--- config.mk ---
export PLATFORM = sky130hd
export DESIGN_NAME = sawtooth_decoder_flat
export DESIGN_NICKNAME = d
export VERILOG_FILES = /design/src/rtl/sawtooth_pkg.sv /design/src/rtl/sawtooth_decoder_if.sv /design/src/rtl/sawtooth_edge_detect.sv /design/src/rtl/sawtooth_decoder.sv /design/src/flat_wrapper.sv
export SDC_FILE = /design/constraint.sdc
export NUM_CORES = 1
export LEC_CHECK = 0
export BUFFER_PORTS_ARGS = -buffer_cell sky130_fd_sc_hd__buf_2
export CAP_MARGIN = 20
export CORE_MARGIN = 3
export CORE_UTILIZATION = 50
export CTS_BUF_LIST = sky130_fd_sc_hd__clkbuf_4
export DETAILED_ROUTE_END_ITERATION = 6
export PLACE_DENSITY = 0.7
export SYNTH_ARGS = -nofsm -noshare
export SYNTH_HDL_FRONTEND = slang
export SYNTH_HIERARCHICAL = 1
export SYNTH_SLANG_ARGS = --single-unit
--- constraint.sdc ---
create_clock -name clk -period 5.6 [get_ports clk]
set_input_delay 1.4 -clock clk [delete_from_list [all_inputs] [get_ports clk]]
set_output_delay 1.4 -clock clk [all_outputs]
set_load 0.01 [all_outputs]
--- src/rtl/sawtooth_pkg.sv ---
// Shared definitions for the sawtooth decoder: FSM state encoding, default
// sizing and the nominal number of staircase steps per sawtooth period.
// Optional feature macro: SAWTOOTH_DECODER_LOCK_EN (adds the LOCKED state).
package sawtooth_pkg;

   localparam int SAMPLE_WIDTH     = 8;
   localparam int DEF_COUNT_WIDTH  = 8;
   localparam int DEF_WRAP_THRESH  = 64;
   localparam int STEPS_PER_PERIOD = 16;
   localparam int STEPS_MAX        = 31;

   // LOCKED only exists when lock detection is built in.
   typedef enum logic [1:0] {
      IDLE    = 2'd0,
      MEASURE = 2'd1
`ifdef SAWTOOTH_DECODER_LOCK_EN
      ,
      LOCKED  = 2'd2
`endif
   } state_t;

   // Step counter increment that sticks at its maximum instead of rolling over.
   function automatic logic [4:0] stepInc(input logic [4:0] steps);
      return (steps == 5'(STEPS_MAX)) ? steps : steps + 5'd1;
   endfunction

endpackage

--- src/rtl/sawtooth_decoder_if.sv ---
// Bundles the sample stream and the measurement results of the sawtooth
// decoder. The master side produces samples and observes results; the slave
// side is the decoder itself.
// Optional feature macro: SAWTOOTH_DECODER_LOCK_EN (locked is tied low without it).
interface sawtooth_decoder_if
   import sawtooth_pkg::*;
#(
   parameter int COUNT_WIDTH = DEF_COUNT_WIDTH
);

   logic [SAMPLE_WIDTH-1:0] sample_in;
   logic [COUNT_WIDTH-1:0]  period_out;
   logic [4:0]              steps_out;
   logic                    period_valid;
   logic                    overflow;
   logic                    locked;

   modport master (
      output sample_in,
      input  period_out,
      input  steps_out,
      input  period_valid,
      input  overflow,
      input  locked
   );

   modport slave (
      input  sample_in,
      output period_out,
      output steps_out,
      output period_valid,
      output overflow,
      output locked
   );

endinterface

--- src/rtl/sawtooth_edge_detect.sv ---
// Keeps a one-cycle-delayed copy of the sample stream and flags, for the
// current input, whether it is a sawtooth wrap (a large enough downward jump)
// or merely a change of level. A drop smaller than WRAP_THRESH is just a
// change, so ripple on the ramp is never mistaken for a wrap.
module sawtooth_edge_detect
   import sawtooth_pkg::*;
#(
   parameter int WRAP_THRESH = DEF_WRAP_THRESH
) (
   input  logic                    clk,
   input  logic                    reset,
   input  logic [SAMPLE_WIDTH-1:0] sample_i,
   output logic                    wrap_o,
   output logic                    change_o
);

   // One extra bit so the threshold and the drop never truncate.
   localparam logic [SAMPLE_WIDTH:0] THRESH = (SAMPLE_WIDTH + 1)'(WRAP_THRESH);

   logic [SAMPLE_WIDTH-1:0] sample_q;
   logic [SAMPLE_WIDTH:0]   drop;

   // Previous sample, cleared by reset so the first post-reset sample compares against zero.
   always_ff @(posedge clk) begin
      if (reset) begin
         sample_q <= '0;
      end else begin
         sample_q <= sample_i;
      end
   end

   // Wrap is a downward step of at least the threshold; any difference counts as a change.
   always_comb begin
      drop     = {1'b0, sample_q} - {1'b0, sample_i};
      wrap_o   = (sample_i < sample_q) && (drop >= THRESH);
      change_o = (sample_i != sample_q);
   end

endmodule

--- src/rtl/sawtooth_decoder.sv ---
// Measures the period of a sawtooth sample stream in clock cycles and the
// number of level changes seen within each period. Each wrap closes one
// period and reports it with a one-cycle period_valid pulse. A period longer
// than the counter can express parks the decoder in IDLE with overflow set
// until the next wrap restarts measurement.
// Optional feature macro: SAWTOOTH_DECODER_LOCK_EN -- when defined, two
// consecutive identical periods of exactly STEPS_PER_PERIOD steps put the
// decoder in LOCKED; when undefined, locked is tied low and no history of
// the previous period is kept.
module sawtooth_decoder
   import sawtooth_pkg::*;
#(
   parameter int COUNT_WIDTH = DEF_COUNT_WIDTH,
   parameter int WRAP_THRESH = DEF_WRAP_THRESH
) (
   input  logic              clk,
   input  logic              reset,
   sawtooth_decoder_if.slave bus
);

   // cnt holds "cycles since wrap minus one", so a saturating step from
   // CNT_SAT to CNT_MAX means the period can no longer be represented.
   localparam logic [COUNT_WIDTH-1:0] CNT_MAX = '1;
   localparam logic [COUNT_WIDTH-1:0] CNT_SAT = CNT_MAX - COUNT_WIDTH'(1);

   logic                   wrap;
   logic                   change;

   state_t                 state_q, state_d;
   logic [COUNT_WIDTH-1:0] cnt_q, cnt_d;
   logic [4:0]             step_q, step_d;
   logic [COUNT_WIDTH-1:0] period_q, period_d;
   logic [4:0]             stepsOut_q, stepsOut_d;
   logic                   valid_q, valid_d;
   logic                   overflow_q, overflow_d;
   logic [COUNT_WIDTH-1:0] periodMeas;

`ifdef SAWTOOTH_DECODER_LOCK_EN
   logic [COUNT_WIDTH-1:0] prevPeriod_q, prevPeriod_d;
   logic                   prevOk_q, prevOk_d;
   logic                   locked_q, locked_d;
   logic                   lockMatch;
`endif

   sawtooth_edge_detect #(
      .WRAP_THRESH (WRAP_THRESH)
   ) u_edge (
      .clk      (clk),
      .reset    (reset),
      .sample_i (bus.sample_in),
      .wrap_o   (wrap),
      .change_o (change)
   );

   // Next-state and datapath updates: IDLE waits for a wrap to start timing,
   // the measuring states report on every wrap and otherwise keep counting.
   always_comb begin
      state_d    = state_q;
      cnt_d      = cnt_q;
      step_d     = step_q;
      period_d   = period_q;
      stepsOut_d = stepsOut_q;
      valid_d    = 1'b0;
      overflow_d = overflow_q;
      periodMeas = cnt_q + COUNT_WIDTH'(1);
`ifdef SAWTOOTH_DECODER_LOCK_EN
      prevPeriod_d = prevPeriod_q;
      prevOk_d     = prevOk_q;
      lockMatch    = prevOk_q && (periodMeas == prevPeriod_q)
                     && (step_q == 5'(STEPS_PER_PERIOD));
`endif

      case (state_q)
         IDLE: begin
            if (wrap) begin
               state_d    = MEASURE;
               cnt_d      = '0;
               step_d     = '0;
               overflow_d = 1'b0;
`ifdef SAWTOOTH_DECODER_LOCK_EN
               prevOk_d   = 1'b0;
`endif
            end
         end

         default: begin
            if (wrap) begin
               period_d   = periodMeas;
               stepsOut_d = step_q;
               valid_d    = 1'b1;
               cnt_d      = '0;
               step_d     = '0;
`ifdef SAWTOOTH_DECODER_LOCK_EN
               state_d      = lockMatch ? LOCKED : MEASURE;
               prevPeriod_d = periodMeas;
               prevOk_d     = (step_q == 5'(STEPS_PER_PERIOD));
`else
               state_d      = MEASURE;
`endif
            end else begin
               if (change) begin
                  step_d = stepInc(step_q);
               end
               if (cnt_q == CNT_SAT) begin
                  cnt_d      = CNT_MAX;
                  overflow_d = 1'b1;
                  state_d    = IDLE;
               end else begin
                  cnt_d = cnt_q + COUNT_WIDTH'(1);
               end
            end
         end
      endcase

`ifdef SAWTOOTH_DECODER_LOCK_EN
      locked_d = (state_d == LOCKED);
`endif
   end

   // State and measurement registers with synchronous reset.
   always_ff @(posedge clk) begin
      if (reset) begin
         state_q    <= IDLE;
         cnt_q      <= '0;
         step_q     <= '0;
         period_q   <= '0;
         stepsOut_q <= '0;
         valid_q    <= 1'b0;
         overflow_q <= 1'b0;
      end else begin
         state_q    <= state_d;
         cnt_q      <= cnt_d;
         step_q     <= step_d;
         period_q   <= period_d;
         stepsOut_q <= stepsOut_d;
         valid_q    <= valid_d;
         overflow_q <= overflow_d;
      end
   end

`ifdef SAWTOOTH_DECODER_LOCK_EN
   // Previous-period history and the registered lock indicator.
   always_ff @(posedge clk) begin
      if (reset) begin
         prevPeriod_q <= '0;
         prevOk_q     <= 1'b0;
         locked_q     <= 1'b0;
      end else begin
         prevPeriod_q <= prevPeriod_d;
         prevOk_q     <= prevOk_d;
         locked_q     <= locked_d;
      end
   end

   assign bus.locked = locked_q;
`else
   assign bus.locked = 1'b0;
`endif

   assign bus.period_out   = period_q;
   assign bus.steps_out    = stepsOut_q;
   assign bus.period_valid = valid_q;
   assign bus.overflow     = overflow_q;

endmodule

--- src/flat_wrapper.sv ---
// flat-port wrapper written by rule: the top's interface ports become plain ports
module sawtooth_decoder_flat import sawtooth_pkg::*;
#(
   parameter int COUNT_WIDTH = DEF_COUNT_WIDTH,
   parameter int WRAP_THRESH = DEF_WRAP_THRESH
)
  (clk, reset, bus_sample_in, bus_period_out, bus_steps_out, bus_period_valid, bus_overflow, bus_locked);
  sawtooth_decoder_if #(.COUNT_WIDTH(COUNT_WIDTH)) bus_i ();
  input  logic clk;
  input  logic reset;
  input wire logic [$bits(bus_i.sample_in)-1:0] bus_sample_in;
  output wire logic [$bits(bus_i.period_out)-1:0] bus_period_out;
  output wire logic [$bits(bus_i.steps_out)-1:0] bus_steps_out;
  output wire logic [$bits(bus_i.period_valid)-1:0] bus_period_valid;
  output wire logic [$bits(bus_i.overflow)-1:0] bus_overflow;
  output wire logic [$bits(bus_i.locked)-1:0] bus_locked;
  assign bus_i.sample_in = bus_sample_in;
  assign bus_period_out = bus_i.period_out;
  assign bus_steps_out = bus_i.steps_out;
  assign bus_period_valid = bus_i.period_valid;
  assign bus_overflow = bus_i.overflow;
  assign bus_locked = bus_i.locked;
  sawtooth_decoder #(.COUNT_WIDTH(COUNT_WIDTH), .WRAP_THRESH(WRAP_THRESH)) u_core (.clk(clk), .reset(reset), .bus(bus_i));
endmodule
==> results.md, run 1 <==
- Non-Filler Instances: ~280
- Final worst clock skew: between 0.003 and 0.004 ns
- Drt first pass iters: 4
- Total grt overflow: 0
- Crit-path max cell delay: 0.49 ns
- Vias per cell: between 5 and 6
- Clk pwr share: 0.414
- Final period util: 0.767
- Reg clk slew, reported paths: about 0.11 ns
- CTS tree: yes
- IO Pins: 26
- Num Clock Sinks: 37
- Internal Power: about 0.00043 W
- Crit Path Max Fanout: 15
- Cells after synthesis: ~210
- Die width: about 67 µm
- CTS root buf: clkbuf_4
- Row count: 21
- Synthesized cell area: 0.00186 mm²
- WL final: 3.49 mm
- Vias in the first global route: ~1300
- Number of synthesized flops with an enable pin: 0
- N_diodes: 0
- Status: finished, final reports clean
- Reg-to-Reg Start: u_core/u_edge/sample_q[0]$_SDFF_PP0_
- GP Congestion: 0.832
- Max-slew violation count: 0
- Fraction of layout cells with a size suffix above 1: 0.205
- Most common cell after layout, fill and taps aside: dfxtp_1
- Total core area: 0.00347 mm²
- Port buffer count: 24
- Unique masters post-synth: 42
- Most frequent cells in the layout: 37 x dfxtp_1, 27 x nor2_1, 24 x buf_2
- Core Util, Final: 0.606
- Fmax: 233 MHz
- Final net count: between 200 and 300
- CTS H-tree depth: 2
- Die extent in y: 67.0 µm
- YS warnings: 6
- Setup TNS: 0 ns
- Max Cap Violations: 0
- Crit path time final: ~4.3 ns
- Worst slew pin tran: around 0.82 ns
- Mean routed wirelength per cell: roughly 13 µm
- Crit path launch type: input port
- Syn_nets: around 230
- Crit path kind: in2reg
- Placed Cells incl. Taps: roughly 270
- Sw Pwr: roughly 0.00012 W
- Part of the power in registers: 0.491
- Syn_area_per_cell: around 9.1 µm²
- Largest net degree at the start of global routing: 40
- Leakage: a little under 0.9 nW
- R2R depth: 14
- Worst Setup SP: bus_sample_in[0]
- Critical path endpoint: u_core/step_q[0]$_SDFFE_PP0P_
- Min-Delay Path Class: reg2reg
- Switching Fraction: 0.224
- Flops & latches, synth: 37
- # setup viols final: 0
- GRT Overall Usage: 0.177
- ANT nets after route: 0
- Worst path slowest cell: nor3b_2
- Post-DP HPWL: ~2.5 mm
- R2r endpoint: u_core/step_q[0]$_SDFFE_PP0P_
- R2r setup slk: between 2 and 2.5 ns
- Antenna violations before repair: 0
- Finished Cell Area: ~0.0021 mm²
- Synth Flop Type: dfxtp_1
- Unrepaired setup endpoints after global routing: no
- Drt initial violations: 92
- Max Root-Sink Buffers: 2
- DR vias: between 1000 and 1500
- Endpoint type of the worst setup path: flip-flop
- Crit path required time: 5.88 ns
- Power per cell area: 261 mW/mm²
- Clk_lat worst skew: between 0.3 and 0.4 ns
- DRC viols: 0
- Register area share after synthesis: 0.398
- CTS Buf Count: 5
- Post-synthesis async set-or-reset flop share: 0
- Logic pwr share: 0.095
- Peak supply drop: 156 µV
- Placed cell areas: between 0.002 and 0.0025 mm²
- # hold bufs at CTS: 0
- Arr. time, crit path: between 4 and 5 ns
- Crit path cell chain: buf_2 -> ha_1 -> inv_1 -> fa_1 -> a21o_1 -> a221oi_2 -> a211oi_1 -> a21oi_1 -> inv_1 -> ha_1 -> nor3b_2 -> and2_1 -> mux2i_1 -> nor2_1
- Post-CTS Setup Repair Bufs: 0
- Final Hold Vio Count: 0
- Max-slew headroom: 0.450
- Die area: about 0.0045 mm²
- Layout area overhead: 13.1%
- Initial core utilization: 0.536
- First-pass GRT wire length: ~6 mm
- Post_cts resized: 0
==> stage by stage <==
stage               setup slack [ns]  hold WS [ns]  total power (W)
floorplan                       1.54         0.475         0.000316
global placement                1.11         0.466         0.000326
detailed placement             0.999         0.473         0.000327
CTS                             1.30         0.489         0.000555
global route                   0.961         0.517         0.000573
finish                          1.31         0.484         0.000550
==> cell families after synthesis <==
group	count (synthesis)	synth area share
buffers and inverters	21	0.0458
DFF	37	0.398
and+or+nand+nor	68	0.193
other	1	0.00202
xor gates and xnor gates	7	0.0330
AOI/OAI and AO/OA	45	0.162
adders and majority gates	16	0.112
muxes	10	0.0538
==> power by group through the flow <==
stage	Sequential, W	Combinational, W	Clock, W
2_1_floorplan	0.000276	0.0000404	0
3_3_place_gp	0.000276	0.0000508	0
3_5_place_dp	0.000276	0.0000513	0
4_1_cts	0.000270	0.0000521	0.000233
5_1_grt	0.000270	0.0000592	0.000244
6_report	0.000270	0.0000522	0.000228
==> sequential cells by signal (all words and copies together), names as in the netlist <==
register and count:
u_core/bus.period_out 8, u_core/cnt_q 8, u_core/u_edge/sample_q 8, u_core/bus.steps_out 5, u_core/step_q 5, u_core/bus.overflow 1
u_core/bus.period_valid 1, u_core/state_q 1
==> layout make-up <==
type                            instances  area, µm²
Clock inverter                          3       65.1
Clock buffer                            5       37.5
Tap cell                               46       57.6
Sequential cell                        37        741
Inverter                               13       48.8
Fill cell                             331       1370
Timing Repair Buffer                   24        120
Multi-Input combinational cell        147       1030
==> routing by layer <==
layer  GRT usage  vias to the layer above  share of wire  wire [µm]
met5           0                        -              0          0
met3      0.0354                        4          0.065        227
met4      0.0759                        0          0.012         43
met2       0.264                       37           0.42       1480
li1            -                      750              -          -
met1       0.245                      643           0.50       1740
==> worst min-delay path by stage <==
stage / from / to / slack [ns] / depth (start not counted)
after global routing: u_core/bus.period_out[2]$_SDFFE_PP0P_ / u_core/bus.period_out[2]$_SDFFE_PP0P_ / 0.52 / 2
after CTS: u_core/bus.period_out[1]$_SDFFE_PP0P_ / u_core/bus.period_out[1]$_SDFFE_PP0P_ / 0.49 / 2
after global placement: u_core/bus.steps_out[4]$_SDFFE_PP0P_ / u_core/bus.steps_out[4]$_SDFFE_PP0P_ / 0.47 / 2
final: u_core/bus.period_out[1]$_SDFFE_PP0P_ / u_core/bus.period_out[1]$_SDFFE_PP0P_ / 0.48 / 2
after detailed placement: u_core/bus.period_out[1]$_SDFFE_PP0P_ / u_core/bus.period_out[1]$_SDFFE_PP0P_ / 0.47 / 2
after floorplan: u_core/cnt_q[4]$_SDFFE_PP0P_ / u_core/cnt_q[4]$_SDFFE_PP0P_ / 0.48 / 2
==> worst max-delay path: cells and delay by family <==
family,cells,cell delay [ns]
compound gates,4,1.01
fa+ha+maj,3,0.91
simple gates,3,0.85
buf+inv,3,0.32
mux,1,0.08
==> synthesized netlist by cell type (all sizes together), types with 4 or more instances <==
| library cell | instances | area [µm²] |
|---|---|---|
| a211oi | 8 | 65.1 |
| o21ai | 9 | 45.0 |
| mux2i | 10 | 100 |
| a21oi | 13 | 65.1 |
| nand3 | 4 | 25.0 |
| nand2b | 4 | 25.0 |
| nor2 | 27 | 101 |
| ha | 15 | 188 |
| clkbuf | 5 | 18.8 |
| a21o | 6 | 47.6 |
| inv | 13 | 48.8 |
| xnor2 | 4 | 35.0 |
| dfxtp | 37 | 741 |
| nand2 | 11 | 41.3 |
(Power assumes the default switching activity.)
==> inputs of run 2 (changes only) <==
- clock period: 5.6 -> 4.4 ns (I/O delays scaled with it)
==> run 2 against run 1 <==
Effect of this change: first-iteration DRC count up 29%; total power up 19%; combinational power up 30%; largest cell class unchanged; critical path type unchanged; critical endpoint is now u_core/cnt_q[1]$_SDFFE_PP0P_; wire length down 1.4%; global-route usage down 0.38 points; flip-flop and latch count unchanged; non-clock buffer count up 3; critical path depth down 1; cell count up 1.1%; core utilization up 0.11 points.
==> results.md, run 2 (synthesis gave the netlist of run 1 again) <==
- Total core area: 0.00347 mm² (unchanged)
- WL final: 3.44 mm (-1.4%)
- Vias in the first global route: 1307 (-2.9%)
- Worst slew pin tran: 0.650 ns (-0.175 ns)
- Num Clock Sinks: 37 (unchanged)
- Global Route met2 Usage: 0.246 (-0.0173)
- Worst path slowest cell: or3b_2
- Post-DP HPWL: 2.45 mm (-1.1%)
- Worst hold path endpoint: u_core/bus.overflow$_SDFFE_PP0P_
- Unrepaired setup endpoints after global routing: no
- Fraction of layout cells with a size suffix above 1: 0.216 (+0.0103)
- Max Root-Sink Buffers: 2 (unchanged)
- Final period util: 0.847
- DRC viols: 0 (unchanged)
- Status: finished, final reports clean
- R2r setup slk: 1.16 ns (-0.94 ns)
- Post_cts resized: 0 (unchanged)
- Setup TNS: 0 ns (unchanged)
- Placed cell areas: 0.00202 mm² (+1.1%)
- Reg-to-Reg Start: u_core/u_edge/sample_q[0]$_SDFF_PP0_
- Antenna violations before repair: 0 (unchanged)
- First-pass GRT wire length: 5.82 mm (-3.5%)
- Die width: 67.0 µm (unchanged)
- Total grt overflow: 0 (unchanged)
- GRT Overall Usage: 0.173 (-0.00383)
- Power per cell area: 309 mW/mm² (+18%)
- Drt first pass iters: 4 (unchanged)
- GP Congestion: 0.769 (-7.7%)
- Max-slew violation count: 0 (unchanged)
- Clk_lat worst skew: 0.35 ns (about the same)
- CTS H-tree depth: 2 (unchanged)
- Met3 usage: 0.0556 (+0.0202)
- Arr. time, crit path: 4.01 ns (-0.56 ns)
- DR vias: 1419 (-1.0%)
- Final worst clock skew: 0.0159 ns (+0.0128 ns)
- WHS Path Cells: 2 (unchanged)
- R2R depth: 13 (-1)
- Met1 usage: 0.242 (-0.00330)
- Peak supply drop: 181 µV (+16%)
- Final Hold Vio Count: 0 (unchanged)
- Crit path kind: in2reg
- Final net count: 257 (+1.2%)
- Most frequent cells in the layout: 37 x dfxtp_1, 27 x nor2_1, 24 x buf_2
- CTS tree: yes
- Leakage: 0.882 nW (+0.17%)
- Non-Filler Instances: 278 (+1.1%)
- Largest net degree at the start of global routing: 40 (unchanged)
- Mean routed wirelength per cell: 12.4 µm (-2.5%)
- Place WS: 0.331 ns (-0.668 ns)
- Crit Path Max Fanout: 7 (-8)
- N_diodes: 0 (unchanged)
- Worst setup margin: 0.674 ns (-0.631 ns)
- Drt initial violations: 119 (+29%)
- Initial core utilization: 0.536 (unchanged)
- Vias per cell: 5.10 (-2.1%)
- Die extent in y: 67.0 µm (unchanged)
- GR peak layer: met2
- Hold WS: 0.484 ns (+0.000113 ns)
- Fmax: ~270 MHz
- Finished Cell Area: 0.00211 mm² (+0.18%)
- Min-Delay Path Class: reg2reg
- IO Pins: 26 (unchanged)
- Crit path time final: roughly 3.7 ns
- Worst hold start: u_core/bus.overflow$_SDFFE_PP0P_
- ANT nets after route: 0 (unchanged)
- # setup viols final: 0 (unchanged)
- R2r endpoint: u_core/cnt_q[1]$_SDFFE_PP0P_
- Reg clk slew, reported paths: 0.12 ns (about the same)
- Layout area overhead: 13.3%
- CTS Buf Count: 5 (unchanged)
- Endpoint type of the worst setup path: flip-flop
- Crit-path max cell delay: 0.50 ns (about the same)
- Max Cap Violations: 0 (unchanged)
- Port buffer count: 24 (unchanged)
- Post-CTS Setup Repair Bufs: 0 (unchanged)
- Most common cell after layout, fill and taps aside: dfxtp_1
- Crit path cell chain: buf_2 -> ha_1 -> inv_1 -> fa_1 -> a21o_1 -> a221oi_2 -> a211oi_1 -> a21oi_1 -> inv_1 -> ha_1 -> or3b_2 -> a21o_2 -> a21oi_1
- Placed Cells incl. Taps: 270 (+1.1%)
- # hold bufs at CTS: 0 (unchanged)
- Row count: 21 (unchanged)
- Crit path launch type: input port
- Max-slew headroom: 0.567 (+0.117)
- Crit path required time: 4.69 ns (-1.19 ns)
- Die area: 0.00449 mm² (unchanged)
- CTS root buf: clkbuf_4
[run 2: changes by cell type in the layout (fill, tap and decap cells not counted), sizes merged]
cell	change
buf	+3
clkinvlp	+1
bufinv	-1
[run 2: worst max path at each step]
stage	from	to	slack (ns)	cells past startpoint
3_5_place_dp	bus_sample_in[0]	u_core/cnt_q[1]$_SDFFE_PP0P_	0.33	13
4_1_cts	bus_sample_in[0]	u_core/cnt_q[1]$_SDFFE_PP0P_	0.70	13
3_3_place_gp	bus_sample_in[0]	u_core/cnt_q[1]$_SDFFE_PP0P_	0.39	13
2_1_floorplan	bus_sample_in[0]	u_core/cnt_q[1]$_SDFFE_PP0P_	0.64	12
6_report	bus_sample_in[0]	u_core/cnt_q[1]$_SDFFE_PP0P_	0.67	13
5_1_grt	bus_sample_in[0]	u_core/cnt_q[3]$_SDFFE_PP0P_	0.43	15
[run 2: worst max-delay path, delay by kind of cell]
family                   cells  cell delay [ns]
AND/OR/NAND/NOR              1             0.50
buffers and inverters        3             0.30
AO/OA/AOI/OAI                6             1.32
adder cells (fa/ha/maj)      3             0.78
[run 2: stage by stage]
step / total power [W] / util
2_1_floorplan: 0.000402 / -
3_3_place_gp: 0.000418 / 0.583
3_5_place_dp: 0.000419 / 0.583
4_1_cts: 0.000658 / 0.608
5_1_grt: 0.000688 / 0.608
6_report: 0.000652 / 0.608
[run 2: area by class of cell]
cell class                      count  area (µm²)
Clock buffer                        5        37.5
Clock inverter                      3        46.3
Fill cell                         323        1360
Inverter                           13        48.8
Multi-Input combinational cell    147        1030
Sequential cell                    37         741
Tap cell                           46        57.6
Timing Repair Buffer               27         143
[run 2: where the power goes]
part | switching, W | leakage, nW | internal, W
Sequential | 0.00000293 | 0.300 | 0.000340
Clock | 0.000120 | 0.0414 | 0.000120
Combinational | 0.0000402 | 0.540 | 0.0000278
Total | 0.000163 | 0.882 | 0.000489
[run 2: metal layers]
layer,part of all wire,vias to the layer above,routed length [µm]
met5,0,-,0
met4,0.014,0,47
met3,0.049,5,167
met2,0.40,27,1380
met1,0.54,622,1850
li1,-,765,-
